## config.mk

```make
export PLATFORM = sky130hd
export DESIGN_NAME = stream_mux_rr_flat
export DESIGN_NICKNAME = d
export VERILOG_FILES = /design/src/rtl/stream_mux_rr_if.sv /design/src/rtl/stream_mux_rr.sv /design/src/flat_wrapper.sv
export SDC_FILE = /design/constraint.sdc
export NUM_CORES = 1
export LEC_CHECK = 0
export BUFFER_PORTS_ARGS = -buffer_cell sky130_fd_sc_hd__buf_2
export CORE_ASPECT_RATIO = 1.4
export CORE_MARGIN = 5
export CORE_UTILIZATION = 54
export CTS_BUF_LIST = sky130_fd_sc_hd__clkbuf_8
export DETAILED_ROUTE_END_ITERATION = 10
export GPL_ROUTABILITY_DRIVEN = 0
export PLACE_DENSITY = 0.92
export SLEW_MARGIN = 5
export SYNTH_ARGS = -nofsm -noshare
export SYNTH_HDL_FRONTEND = slang
export SYNTH_SLANG_ARGS = --single-unit
```

## constraint.sdc

```tcl
create_clock -name clk -period 2.3 [get_ports clk]
set_input_delay 0.115 -clock clk [delete_from_list [all_inputs] [get_ports clk]]
set_output_delay 0.115 -clock clk [all_outputs]
set_load 0.05 [all_outputs]
```

## src/rtl/stream_mux_rr_if.sv

```systemverilog
// Handshake bundle for stream_mux_rr: N_CH producer streams in, one registered stream out.
// With STREAM_MUX_PKT_LOCK_EN defined, in_last/out_last carry end-of-packet flags.
interface stream_mux_rr_if #(
    parameter int N_CH  = 4,
    parameter int WIDTH = 8
) ();
    localparam int SEL_W = $clog2(N_CH);

    logic [N_CH*WIDTH-1:0] in_data;
    logic [N_CH-1:0]       in_valid;
    logic [N_CH-1:0]       in_ready;
    logic                  mode;
    logic [SEL_W-1:0]      sel;
    logic [WIDTH-1:0]      out_data;
    logic [SEL_W-1:0]      out_ch;
    logic                  out_valid;
    logic                  out_ready;
`ifdef STREAM_MUX_PKT_LOCK_EN
    logic [N_CH-1:0]       in_last;
    logic                  out_last;
`endif

    // master: producers + consumer side (drives the mux)
    modport master (
        output in_data, in_valid, mode, sel, out_ready,
`ifdef STREAM_MUX_PKT_LOCK_EN
        output in_last,
        input  out_last,
`endif
        input  in_ready, out_data, out_ch, out_valid
    );

    // slave: the mux itself
    modport slave (
        input  in_data, in_valid, mode, sel, out_ready,
`ifdef STREAM_MUX_PKT_LOCK_EN
        input  in_last,
        output out_last,
`endif
        output in_ready, out_data, out_ch, out_valid
    );
endinterface

```

## src/rtl/stream_mux_rr.sv

```systemverilog
// N-channel streaming mux with one-entry registered output; fixed-select or round-robin grant.
// Optional packet locking under STREAM_MUX_PKT_LOCK_EN.
module stream_mux_rr #(
    parameter int N_CH  = 4,
    parameter int WIDTH = 8
) (
    input logic            clk,
    input logic            reset,
    stream_mux_rr_if.slave bus
);
    localparam int SEL_W = $clog2(N_CH);

    logic [N_CH-1:0][WIDTH-1:0] ch_data;

    logic [WIDTH-1:0] out_data_q, out_data_d;
    logic [SEL_W-1:0] out_ch_q, out_ch_d;
    logic             out_valid_q, out_valid_d;
    logic [SEL_W-1:0] rr_ptr_q, rr_ptr_d;
`ifdef STREAM_MUX_PKT_LOCK_EN
    logic             out_last_q, out_last_d;
    logic             lock_q, lock_d;
    logic [SEL_W-1:0] lock_ch_q, lock_ch_d;
`endif

    logic             load_en;
    logic             grant_valid;
    logic [SEL_W-1:0] grant_ch;
    logic             xfer;
    logic             last_beat;
    logic [N_CH-1:0]  in_ready;

    for (genvar i = 0; i < N_CH; i++) begin : g_unpack
        assign ch_data[i] = bus.in_data[i*WIDTH +: WIDTH];
    end

    assign load_en = !out_valid_q || bus.out_ready;

    always_comb begin
        logic [SEL_W-1:0] idx;
        grant_valid = 1'b0;
        grant_ch    = '0;
        idx         = '0;
`ifdef STREAM_MUX_PKT_LOCK_EN
        if (lock_q) begin
            // mid-packet: only the owning channel may proceed, even if it is idle
            grant_ch    = lock_ch_q;
            grant_valid = bus.in_valid[lock_ch_q];
        end else
`endif
        if (!bus.mode) begin
            if (int'(bus.sel) < N_CH) begin
                grant_ch    = bus.sel;
                grant_valid = bus.in_valid[bus.sel];
            end
        end else begin
            for (int k = 1; k <= N_CH; k++) begin
                idx = SEL_W'((int'(rr_ptr_q) + k) % N_CH);
                if (!grant_valid && bus.in_valid[idx]) begin
                    grant_valid = 1'b1;
                    grant_ch    = idx;
                end
            end
        end
    end

    assign xfer = !reset && load_en && grant_valid;

`ifdef STREAM_MUX_PKT_LOCK_EN
    assign last_beat = bus.in_last[grant_ch];
`else
    assign last_beat = 1'b1;
`endif

    always_comb begin
        in_ready = '0;
        if (xfer) in_ready[grant_ch] = 1'b1;
    end
    assign bus.in_ready = in_ready;

    always_comb begin
        out_data_d  = out_data_q;
        out_ch_d    = out_ch_q;
        out_valid_d = out_valid_q;
        rr_ptr_d    = rr_ptr_q;
`ifdef STREAM_MUX_PKT_LOCK_EN
        out_last_d  = out_last_q;
        lock_d      = lock_q;
        lock_ch_d   = lock_ch_q;
`endif
        if (xfer) begin
            out_data_d  = ch_data[grant_ch];
            out_ch_d    = grant_ch;
            out_valid_d = 1'b1;
            // pointer only moves at packet boundaries so a locked packet keeps its turn
            if (bus.mode && last_beat) rr_ptr_d = grant_ch;
`ifdef STREAM_MUX_PKT_LOCK_EN
            out_last_d  = last_beat;
            lock_d      = !last_beat;
            lock_ch_d   = grant_ch;
`endif
        end else if (out_valid_q && bus.out_ready) begin
            out_valid_d = 1'b0;
        end
    end

    always_ff @(posedge clk) begin
        if (reset) begin
            out_data_q  <= '0;
            out_ch_q    <= '0;
            out_valid_q <= 1'b0;
            rr_ptr_q    <= SEL_W'(N_CH - 1);
`ifdef STREAM_MUX_PKT_LOCK_EN
            out_last_q  <= 1'b0;
            lock_q      <= 1'b0;
            lock_ch_q   <= '0;
`endif
        end else begin
            out_data_q  <= out_data_d;
            out_ch_q    <= out_ch_d;
            out_valid_q <= out_valid_d;
            rr_ptr_q    <= rr_ptr_d;
`ifdef STREAM_MUX_PKT_LOCK_EN
            out_last_q  <= out_last_d;
            lock_q      <= lock_d;
            lock_ch_q   <= lock_ch_d;
`endif
        end
    end

    assign bus.out_data  = out_data_q;
    assign bus.out_ch    = out_ch_q;
    assign bus.out_valid = out_valid_q;
`ifdef STREAM_MUX_PKT_LOCK_EN
    assign bus.out_last  = out_last_q;
`endif
endmodule

```

## src/flat_wrapper.sv

```systemverilog
// flat-port wrapper written by rule: the top's interface ports become plain ports
module stream_mux_rr_flat 
#(
    parameter int N_CH  = 4,
    parameter int WIDTH = 8
)
  (clk, reset, bus_in_data, bus_in_valid, bus_mode, bus_sel, bus_out_ready, bus_in_ready, bus_out_data, bus_out_ch, bus_out_valid);
  stream_mux_rr_if #(.N_CH(N_CH), .WIDTH(WIDTH)) bus_i ();
  input logic clk;
  input logic reset;
  input wire logic [$bits(bus_i.in_data)-1:0] bus_in_data;
  input wire logic [$bits(bus_i.in_valid)-1:0] bus_in_valid;
  input wire logic [$bits(bus_i.mode)-1:0] bus_mode;
  input wire logic [$bits(bus_i.sel)-1:0] bus_sel;
  input wire logic [$bits(bus_i.out_ready)-1:0] bus_out_ready;
  output wire logic [$bits(bus_i.in_ready)-1:0] bus_in_ready;
  output wire logic [$bits(bus_i.out_data)-1:0] bus_out_data;
  output wire logic [$bits(bus_i.out_ch)-1:0] bus_out_ch;
  output wire logic [$bits(bus_i.out_valid)-1:0] bus_out_valid;
  assign bus_i.in_data = bus_in_data;
  assign bus_i.in_valid = bus_in_valid;
  assign bus_i.mode = bus_mode;
  assign bus_i.sel = bus_sel;
  assign bus_i.out_ready = bus_out_ready;
  assign bus_in_ready = bus_i.in_ready;
  assign bus_out_data = bus_i.out_data;
  assign bus_out_ch = bus_i.out_ch;
  assign bus_out_valid = bus_i.out_valid;
  stream_mux_rr #(.N_CH(N_CH), .WIDTH(WIDTH)) u_core (.clk(clk), .reset(reset), .bus(bus_i));
endmodule
```

==> results.cfg <==
[yosys]
synth.area.mux_share = 0.0228
synth_compound_area_frac = 0.418
synth_top_family_by_area = compound AO/OA/AOI/OAI gates
synth_area_mm2 = 0.00143
synth-seq-area-share = 0.182
syn_avg_cell_area_um2 = 7.31
async_reset_ff_frac = 0
synth_simple_gate_area_share = 0.276
synth-xor-area-share = 0
yosys_warnings = 0
synth-edff-count = 0
synth_fa_ha_area_frac = 0
synth_cell_types = 38
synth_ff_type = dfxtp_1
synth_top_area_frac = 0.182
synth_area_leaders = dfxtp_1 18%, o2111ai_1 9.8%, nand2_1 9.5%
synth_nets = 237
synth_largest_area_cell = dfxtp_1
netlist_instances = 195
synth_seq_cells = 13

[floorplanning]
row_count = 22
die_y_um = 70.8
die_x_um = 53.4
io_pins = 57
die-area_mm2 = 0.00378
core_area_mm2 = 0.00259
start_util = 0.551

[power]
leakagePower_nw = 0.724
p_per_area_mw_per_mm2 = 526
vdd_drop_max_mv = 0.282

[sta]
timing.fmax_ghz = 0.463
final-setup-viol-count = 0
fin_skew_ns = 0.00434
tightest_slew_ns = 0.706
fin_crit_sh = 0.939
rsz0062_at_grt = false
final-hold-violation-count = 0
timing.hold.ws_ns = 0.153
slew_headroom = 0.527
final_max_slew_viol_count = 0
finalCriticalPeriod_ns = 2.16
setup_ws_ns = 0.141

[cts]
insertion_delay_ns = 0.25
htree_levels = 1
cts_tree = yes
clk_path_buf_depth = 2
cts_made_buffers = 3
root_buffer = clkbuf_8
cts_sinks = 13
clk_pin_slew_worst_paths_ns = 0.06
cts_setup_buffers = 0

[worst_hold_path]
hold_depth = 3
hold_start = bus_out_ready
hold-path-endpoint = u_core.bus.out_valid$_SDFFE_PP0P_
hold_class = input port to flop

[layout]
final_util = 0.661
fin_cells = 275
drive_gt1_frac = 0.360
fin_nets = 282
final_common_cell = buf_2
layout_common_cells = 56 x buf_2, 36 x nand2_1, 17 x o21ai_0
antenna_cells = 0
syn_to_final_growth_pct = 19.9
postLayoutCellArea_mm2 = 0.00171

[worst_setup_path]
cp.required_ns = 2.18
rr_startpoint = u_core.rr_ptr_q[1]$_SDFFE_PP1P_
critPathKind = flop to output pin
cp-startpoint = u_core.rr_ptr_q[1]$_SDFFE_PP1P_
rrSetupSlack_ns = 0.36
endpoint_kind = output pin
critPathArrivalTime_ns = 2.04
cp_max_fo = 19
rr_worst_depth = 6
r2r_end = u_core.bus.out_data[3]$_SDFFE_PP0P_
cp-start-kind = flop

[global_routing]
grt_util_met2 = 0.375
grt_usage = 0.248
antenna_found_initial = 0
grt_pass1_vias = 1610
grt_max_degree = 26
grt_use_met3 = 0.0274
grt-busiest-layer = met2
grt_first_pass_wirelength_um = 7290
overflow = 0
use_met1 = 0.327

[placed_design]
hpwl_um = 3300
dpl_cell_area_mm2 = 0.00166
portBuffers = 56
preCtsSetupSlack_ns = 0.345
dp_cells = 271

[outcome]
outcome = complete, no violations

[drt]
vias_per_cell = 6.31
dr.pass1.iters = 4
wl_um = 4330
drt_iter0_markers = 96
drc = 0
num_vias = 1735
wl_per_cell_um = 15.7
ant_nets = 0

[flow_run]
maxCapViolCount = 0
critical path, stage by stage, from the launching register on:
cell     delay, ns
dfxtp_1       0.41
and2_4        0.32
o211a_1       0.39
a21oi_1       0.20
nor3_2        0.19
buf_2         0.28
power breakdown:
group / leakage [nW] / switching, mW / internal, mW
logic: 0.590 / 0.286 / 0.140
registers: 0.108 / 0.0154 / 0.252
clock network: 0.0269 / 0.0879 / 0.118
total: 0.724 / 0.390 / 0.510
cell usage after synthesis, types with 3 or more instances:
library cell	instances
nor3_1	5
buf_2	11
a21oi_2	9
o21ai_0	17
nand2_1	36
a211oi_1	8
nand3b_1	8
dfxtp_1	13
clkbuf_1	3
o31ai_1	9
a21oi_1	11
or2_2	3
nand2b_1	7
o2111ai_1	16
nor4_1	8
nor2_1	4
layout make-up:
cell class	instances	area, um2
multi-input combinational	160	1030
fill	271	877
timing repair buffer	62	325
sequential	13	260
tap	36	45.0
clock buffer	3	41.3
clock inverter	1	3.75
sequential cells by signal, indices dropped and copies added (netlist names):
name and flops:
u_core.bus.out_data 8, u_core.bus.out_ch 2, u_core.rr_ptr_q 2, u_core.bus.out_valid 1
through the flow:
| stage | total power, mW | TNS, ns |
|---|---|---|
| 3_3_place_gp | 0.682 | 0 |
| 6_report | 0.900 | 0 |
| 5_1_grt | 0.951 | 0 |
| 4_1_cts | 0.899 | 0 |
| 2_1_floorplan | 0.593 | -0.353 |
| 3_5_place_dp | 0.693 | 0 |
logic make-up (layout without fill, tap and decap cells):
logic type,after synthesis,after routing
AO/OA/AOI/OAI,81,81
AND/OR/NAND/NOR,77,77
flip-flops,13,13
buffers and inverters,22,66
multiplexers,2,2
routing by layer:
layer	share of wire	routed length [um]	vias to the layer above
met5	0	0	-
met4	0.045	195	0
met3	0.070	301	21
met2	0.48	2060	100
met1	0.41	1770	785
li1	-	-	829
worst max path at each step:
| stage | end | slack [ns] |
|---|---|---|
| 2_1_floorplan | bus_in_ready[0] | -0.18 |
| 5_1_grt | bus_in_ready[3] | 0.009 |
| 3_5_place_dp | bus_in_ready[0] | 0.35 |
| 3_3_place_gp | bus_in_ready[0] | 0.44 |
| 4_1_cts | bus_in_ready[0] | 0.07 |
| 6_report | bus_in_ready[2] | 0.14 |
repair_timing:
item / CTS / global route
hold buffers: 0 / 0
endpoints found under the setup margin: 0 / 1
gates resized for setup: 0 / 1
Note: power is estimated with default switching activity, not from simulation.
